==> config.mk <==
export PLATFORM = sky130hd
export DESIGN_NAME = cpu_irq_sched
export DESIGN_NICKNAME = d
export VERILOG_FILES = /design/src/rtl/cpu_irq_sched.sv
export SDC_FILE = /design/constraint.sdc
export NUM_CORES = 1
export LEC_CHECK = 0
export ABC_CLOCK_PERIOD_IN_PS = 3500
export CORE_MARGIN = 5
export CORE_UTILIZATION = 55
export CTS_BUF_LIST = sky130_fd_sc_hd__clkbuf_4 sky130_fd_sc_hd__clkbuf_8 sky130_fd_sc_hd__clkbuf_16
export CTS_CLUSTER_DIAMETER = 100
export DETAILED_ROUTE_END_ITERATION = 6
export PLACE_DENSITY = 0.84
export SLEW_MARGIN = 20
export SYNTH_ARGS = -nofsm -noshare
export SYNTH_HDL_FRONTEND = slang
export SYNTH_SLANG_ARGS = --single-unit
==> constraint.sdc <==
create_clock -name CLK -period 3.5 [get_ports CLK]
set_clock_uncertainty 0.1 [all_clocks]
set_input_delay 0.35 -clock CLK [delete_from_list [all_inputs] [get_ports CLK]]
set_output_delay 0.35 -clock CLK [all_outputs]
set_load 0.02 [all_outputs]
==> src/rtl/cpu_irq_sched.sv <==
// Interrupt and reset scheduler for the three Z80 cores: misc-control latch,
// per-frame IRQs for CPU0/CPU1, twice-per-frame NMI for CPU2, sub-CPU reset sequencing.
module cpu_irq_sched #(
    parameter int IRQ_LINE  = 224,
    parameter int NMI_LINE0 = 64,
    parameter int NMI_LINE1 = 192,
    parameter int NMI_WIDTH = 32,
    parameter int RST_HOLD  = 16
) (
    input  logic       CLK,
    input  logic       RST,
    input  logic       LINE_STB,
    input  logic [8:0] VPOS,
    input  logic       PAUSE,
    input  logic       LWR,
    input  logic [2:0] LAD,
    input  logic       LDI,
    input  logic       ACK0,
    input  logic       ACK1,
    input  logic       NMIACK2,
    output logic       IRQ0,
    output logic       IRQ1,
    output logic       NMI2,
    output logic       RSTSUB,
    output logic [7:0] LATCH
);

    typedef enum logic {N_IDLE, N_PULSE} nmi_state_t;
    typedef enum logic [1:0] {S_HOLD, S_REL_WAIT, S_RUN} sub_state_t;

    logic [7:0] latch_q, latch_d;
    logic       pirq_q, pirq_d, pnmi_q, pnmi_d;
    logic       irq0_q, irq0_d, irq1_q, irq1_d;
    logic       rstsub_q, rstsub_d;
    nmi_state_t nst_q, nst_d;
    sub_state_t sub_q, sub_d;
    logic [7:0] ncnt_q, ncnt_d, scnt_q, scnt_d;

    logic raw_irq, raw_nmi, ev_irq, ev_nmi, nmi_set;

    always_ff @(posedge CLK or posedge RST) begin
        if (RST) begin
            latch_q  <= 8'h00;
            pirq_q   <= 1'b0;
            pnmi_q   <= 1'b0;
            irq0_q   <= 1'b0;
            irq1_q   <= 1'b0;
            rstsub_q <= 1'b1;
            nst_q    <= N_IDLE;
            sub_q    <= S_HOLD;
            ncnt_q   <= 8'd0;
            scnt_q   <= 8'd0;
        end else begin
            latch_q  <= latch_d;
            pirq_q   <= pirq_d;
            pnmi_q   <= pnmi_d;
            irq0_q   <= irq0_d;
            irq1_q   <= irq1_d;
            rstsub_q <= rstsub_d;
            nst_q    <= nst_d;
            sub_q    <= sub_d;
            ncnt_q   <= ncnt_d;
            scnt_q   <= scnt_d;
        end
    end

    always_comb begin
        latch_d = latch_q;
        if (LWR) latch_d[LAD] = LDI;

        raw_irq = LINE_STB && (VPOS == 9'(IRQ_LINE));
        raw_nmi = LINE_STB && ((VPOS == 9'(NMI_LINE0)) || (VPOS == 9'(NMI_LINE1)));

        // Events seen during PAUSE collapse into one pending flag each.
        pirq_d = PAUSE ? (pirq_q || raw_irq) : 1'b0;
        pnmi_d = PAUSE ? (pnmi_q || raw_nmi) : 1'b0;
        ev_irq = !PAUSE && (raw_irq || pirq_q);
        ev_nmi = !PAUSE && (raw_nmi || pnmi_q);

        sub_d  = sub_q;
        scnt_d = scnt_q;
        case (sub_q)
            S_HOLD: if (latch_d[3]) begin
                sub_d  = S_REL_WAIT;
                scnt_d = 8'(RST_HOLD);
            end
            S_REL_WAIT: begin
                if (!latch_d[3])         sub_d = S_HOLD;
                else if (scnt_q == 8'd0) sub_d = S_RUN;
                else                     scnt_d = scnt_q - 8'd1;
            end
            S_RUN:   if (!latch_d[3]) sub_d = S_HOLD;
            default: sub_d = S_HOLD;
        endcase
        rstsub_d = (sub_d != S_RUN);

        // Set uses the pre-write latch; clears track the latch as it is written.
        if (ev_irq && latch_q[0])        irq0_d = 1'b1;
        else if (ACK0 || !latch_d[0])    irq0_d = 1'b0;
        else                             irq0_d = irq0_q;

        if (ev_irq && latch_q[1])        irq1_d = 1'b1;
        else if (ACK1 || !latch_d[1])    irq1_d = 1'b0;
        else                             irq1_d = irq1_q;
        if (rstsub_d) irq1_d = 1'b0;

        nmi_set = ev_nmi && !latch_q[2] && !rstsub_d;
        nst_d   = nst_q;
        ncnt_d  = ncnt_q;
        case (nst_q)
            N_IDLE: if (nmi_set) begin
                nst_d  = N_PULSE;
                ncnt_d = 8'(NMI_WIDTH - 1);
            end
            N_PULSE: begin
                if (nmi_set)
                    ncnt_d = 8'(NMI_WIDTH - 1);
                else if (ncnt_q == 8'd0 || NMIACK2 || latch_d[2] || rstsub_d)
                    nst_d = N_IDLE;
                else
                    ncnt_d = ncnt_q - 8'd1;
            end
            default: nst_d = N_IDLE;
        endcase
    end

    assign IRQ0   = irq0_q;
    assign IRQ1   = irq1_q;
    assign NMI2   = (nst_q == N_PULSE);
    assign RSTSUB = rstsub_q;
    assign LATCH  = latch_q;

endmodule

==> metrics.cfg <==
[critical_path]
worstPathArrival_ns = 2.39
cp.required_ns = 3.66
worst_r2r_path_depth = 6
startpoint = LAD[0]
worst_setup_path_start_kind = primary input
reg2reg_from = scnt_q[3]$_DFFE_PP0P_
worst_setup_path_end_kind = register
critPathMaxFanout = 8
r2r-end = ncnt_q[3]$_DFFE_PP0P_
r2r_slack_ns = 1.40
path_class = primary input to register
cp-endpoint = ncnt_q[3]$_DFFE_PP0P_

[timing]
relSlewSlack_pct = 55.4
rsz0062_at_grt = false
hold_violations = 0
fmax_mhz = 448
finalCritPeriodShare_pct = 63.8
final-max-slew-violation-count = 0
worstMarginPinSlew_ns = 0.661
period_minus_slack_ns = 2.23
finalSetupTns_ns = 0
setup_viol = 0
fin_ws_ns = 1.27

[clock_tree]
cts_buffers = 5
postCtsSetupRepairBufs = 0
root_buffer = clkbuf_4
cts_resized = 0
cts.sinks = 32
insertion_delay_ns = 0.34
clk_path_buf_depth = 2
cts_tree = done
h-tree-depth = 2
path_clk_slew_ns = 0.10
cts.hold.buffers_added = 0

[synth]
seq_area_frac_synth_pct = 46.0
synth_area_leaders = dfrtp_1, mux2_2, nor3_1, mux2i_4, inv_1
yosysWarnings = 0
synth_fp_nets = 183
syn_area_um2 = 1740
synth.top_cell.area_share_pct = 44.5
ys_ff_latch = 32
synth-edff-count = 0
yosysTopAreaCell = dfrtp_1
synth_common_cells = dfrtp_1, inv_1, nor2_1, nor3_1, mux2_2
synth_most_common_cell = dfrtp_1
synthFlopType = dfrtp_1
syn_avg_cell_area_um2 = 11.0
synth_cell_types = 50
synth_cells = 159
synthArstFlopShare_pct = 100

[power_and_ir_drop]
comb_power_share_pct = 34.4
powerDensity_nw_per_um2 = 506
p_seq_share_pct = 45.1
p_int_mw = 0.722
p_sw_mw = 0.380
irDropWorstVdd_v = 0.000280
p_leak_nw = 0.912
p_clk_share_pct = 20.5
swShare_pct = 34.5

[run_status]
run_status = completed

[place]
port-buffer-count = 32
dp_hpwl_um = 2800
gp_congestion = 0.848
pre_cts_ws_ns = 0.926

[global_route]
grt_pass1_vias = 1449
grt_pass1_wl_um = 6530
grt_overflow_total = 0
antenna_found_initial = 0
grt_usage_pct = 19.3
grt_max_degree = 33

[routing]
final_antenna_net_count = 0
routed_via_density = 5.73
routed_wl_um = 3690
first_iter_violations = 73
route.detailed.drc = 0
first_pass_iters = 4
vias = 1393
routedWlPerCell_um = 15.2

[die]
coreArea_um2 = 3050
die_w_um = 66.3
fp.dieH_um = 66.3
die-area_um2 = 4390
start_util_pct = 57.0
io_pins = 33
rows = 20

[final_layout]
diodes = 0
drive_gt1_share_pct = 16.6
fillers = 242
syn_to_final_growth_pct = 25.1
post-route-util_pct = 71.4
finalNetCount = 222

[run]
maxCapViolations = 0

[worst_hold_path]
worstHoldPathType = primary input to async pin

power by group through the flow:
stage	Clock, mW	Sequential (mW)	Combinational [mW]
final	0.226	0.496	0.379
after global routing	0.248	0.509	0.425
after CTS	0.233	0.494	0.382
after detailed placement	0	0.502	0.381
after global placement	0	0.497	0.364
after floorplan	0	0.514	0.237
flip-flops by register name, summed over array words and instances, names as in the netlist:
name / count
IRQ0: 1
IRQ1: 1
LATCH: 8
NMI2: 1
RSTSUB: 1
ncnt_q: 8
pirq_q: 1
pnmi_q: 1
scnt_q: 8
sub_q: 2
worst max-delay path, stage by stage:
cell             delay, ns
clkdlybuf4s50_1       0.55
and4bb_4              0.40
mux2i_4               0.33
inv_2                 0.09
o41ai_1               0.38
a21oi_1               0.12
a41oi_1               0.18
placed cells by master (no fill, tap or decap), types with 4 or more instances in the layout:
cell type	synthesis	layout
a21oi_1	6	6
clkdlybuf4s50_1	0	32
dfrtp_1	31	31
nor2_1	10	10
clkbuf_4	0	5
mux2_2	7	7
nand2b_1	6	6
nor2b_1	4	4
nor3_1	10	10
a31oi_1	4	4
o21ai_0	6	6
inv_1	11	11
layer usage:
| metal | wire (µm) | GRT usage (%) |
|---|---|---|
| met1 | 1600 | 23.5 |
| met2 | 1840 | 32.6 |
| met3 | 208 | 4.42 |
| met4 | 51 | 7.87 |
| met5 | 0 | 0 |
stage by stage:
stage,cells,instance area (µm²),hold WS (ns),total power [mW]
6_report,243,2180,0.281,1.10
5_1_grt,243,2180,0.324,1.18
4_1_cts,243,2180,0.294,1.11
3_5_place_dp,235,2120,0.391,0.883
3_3_place_gp,235,2120,0.368,0.861
2_1_floorplan,159,1740,0.336,0.751
cell families after synthesis:
group,share of synthesized area [%]
and+or+nand+nor,24.0
AOI/OAI and AO/OA,15.2
DFF,46.0
buffers and inverters,3.45
muxes,7.69
xor gates and xnor gates,1.51
adders and majority gates,2.16
worst min path at each step:
stage / from / endpoint / slack (ns) / cells past startpoint
global route: RST / scnt_q[1]$_DFFE_PP0P_ / 0.32 / 3
global placement: ncnt_q[7]$_DFFE_PP0P_ / ncnt_q[7]$_DFFE_PP0P_ / 0.37 / 1
floorplan: ncnt_q[7]$_DFFE_PP0P_ / ncnt_q[7]$_DFFE_PP0P_ / 0.34 / 1
CTS: RST / scnt_q[1]$_DFFE_PP0P_ / 0.29 / 3
finish: RST / scnt_q[1]$_DFFE_PP0P_ / 0.28 / 3
detailed placement: ncnt_q[7]$_DFFE_PP0P_ / ncnt_q[7]$_DFFE_PP0P_ / 0.39 / 1
final cells by class:
| cell class | count | area (µm²) | share of cell area [%] |
|---|---|---|---|
| Multi-Input combinational cell | 112 | 880 | 40.4 |
| Sequential cell | 32 | 802 | 36.8 |
| Timing Repair Buffer | 33 | 328 | 15.0 |
| Tap cell | 44 | 55.1 | 2.53 |
| Inverter | 14 | 52.6 | 2.41 |
| Clock buffer | 6 | 51.3 | 2.35 |
| Clock inverter | 2 | 10.0 | 0.460 |
Note: power is estimated with default switching activity, not from simulation.
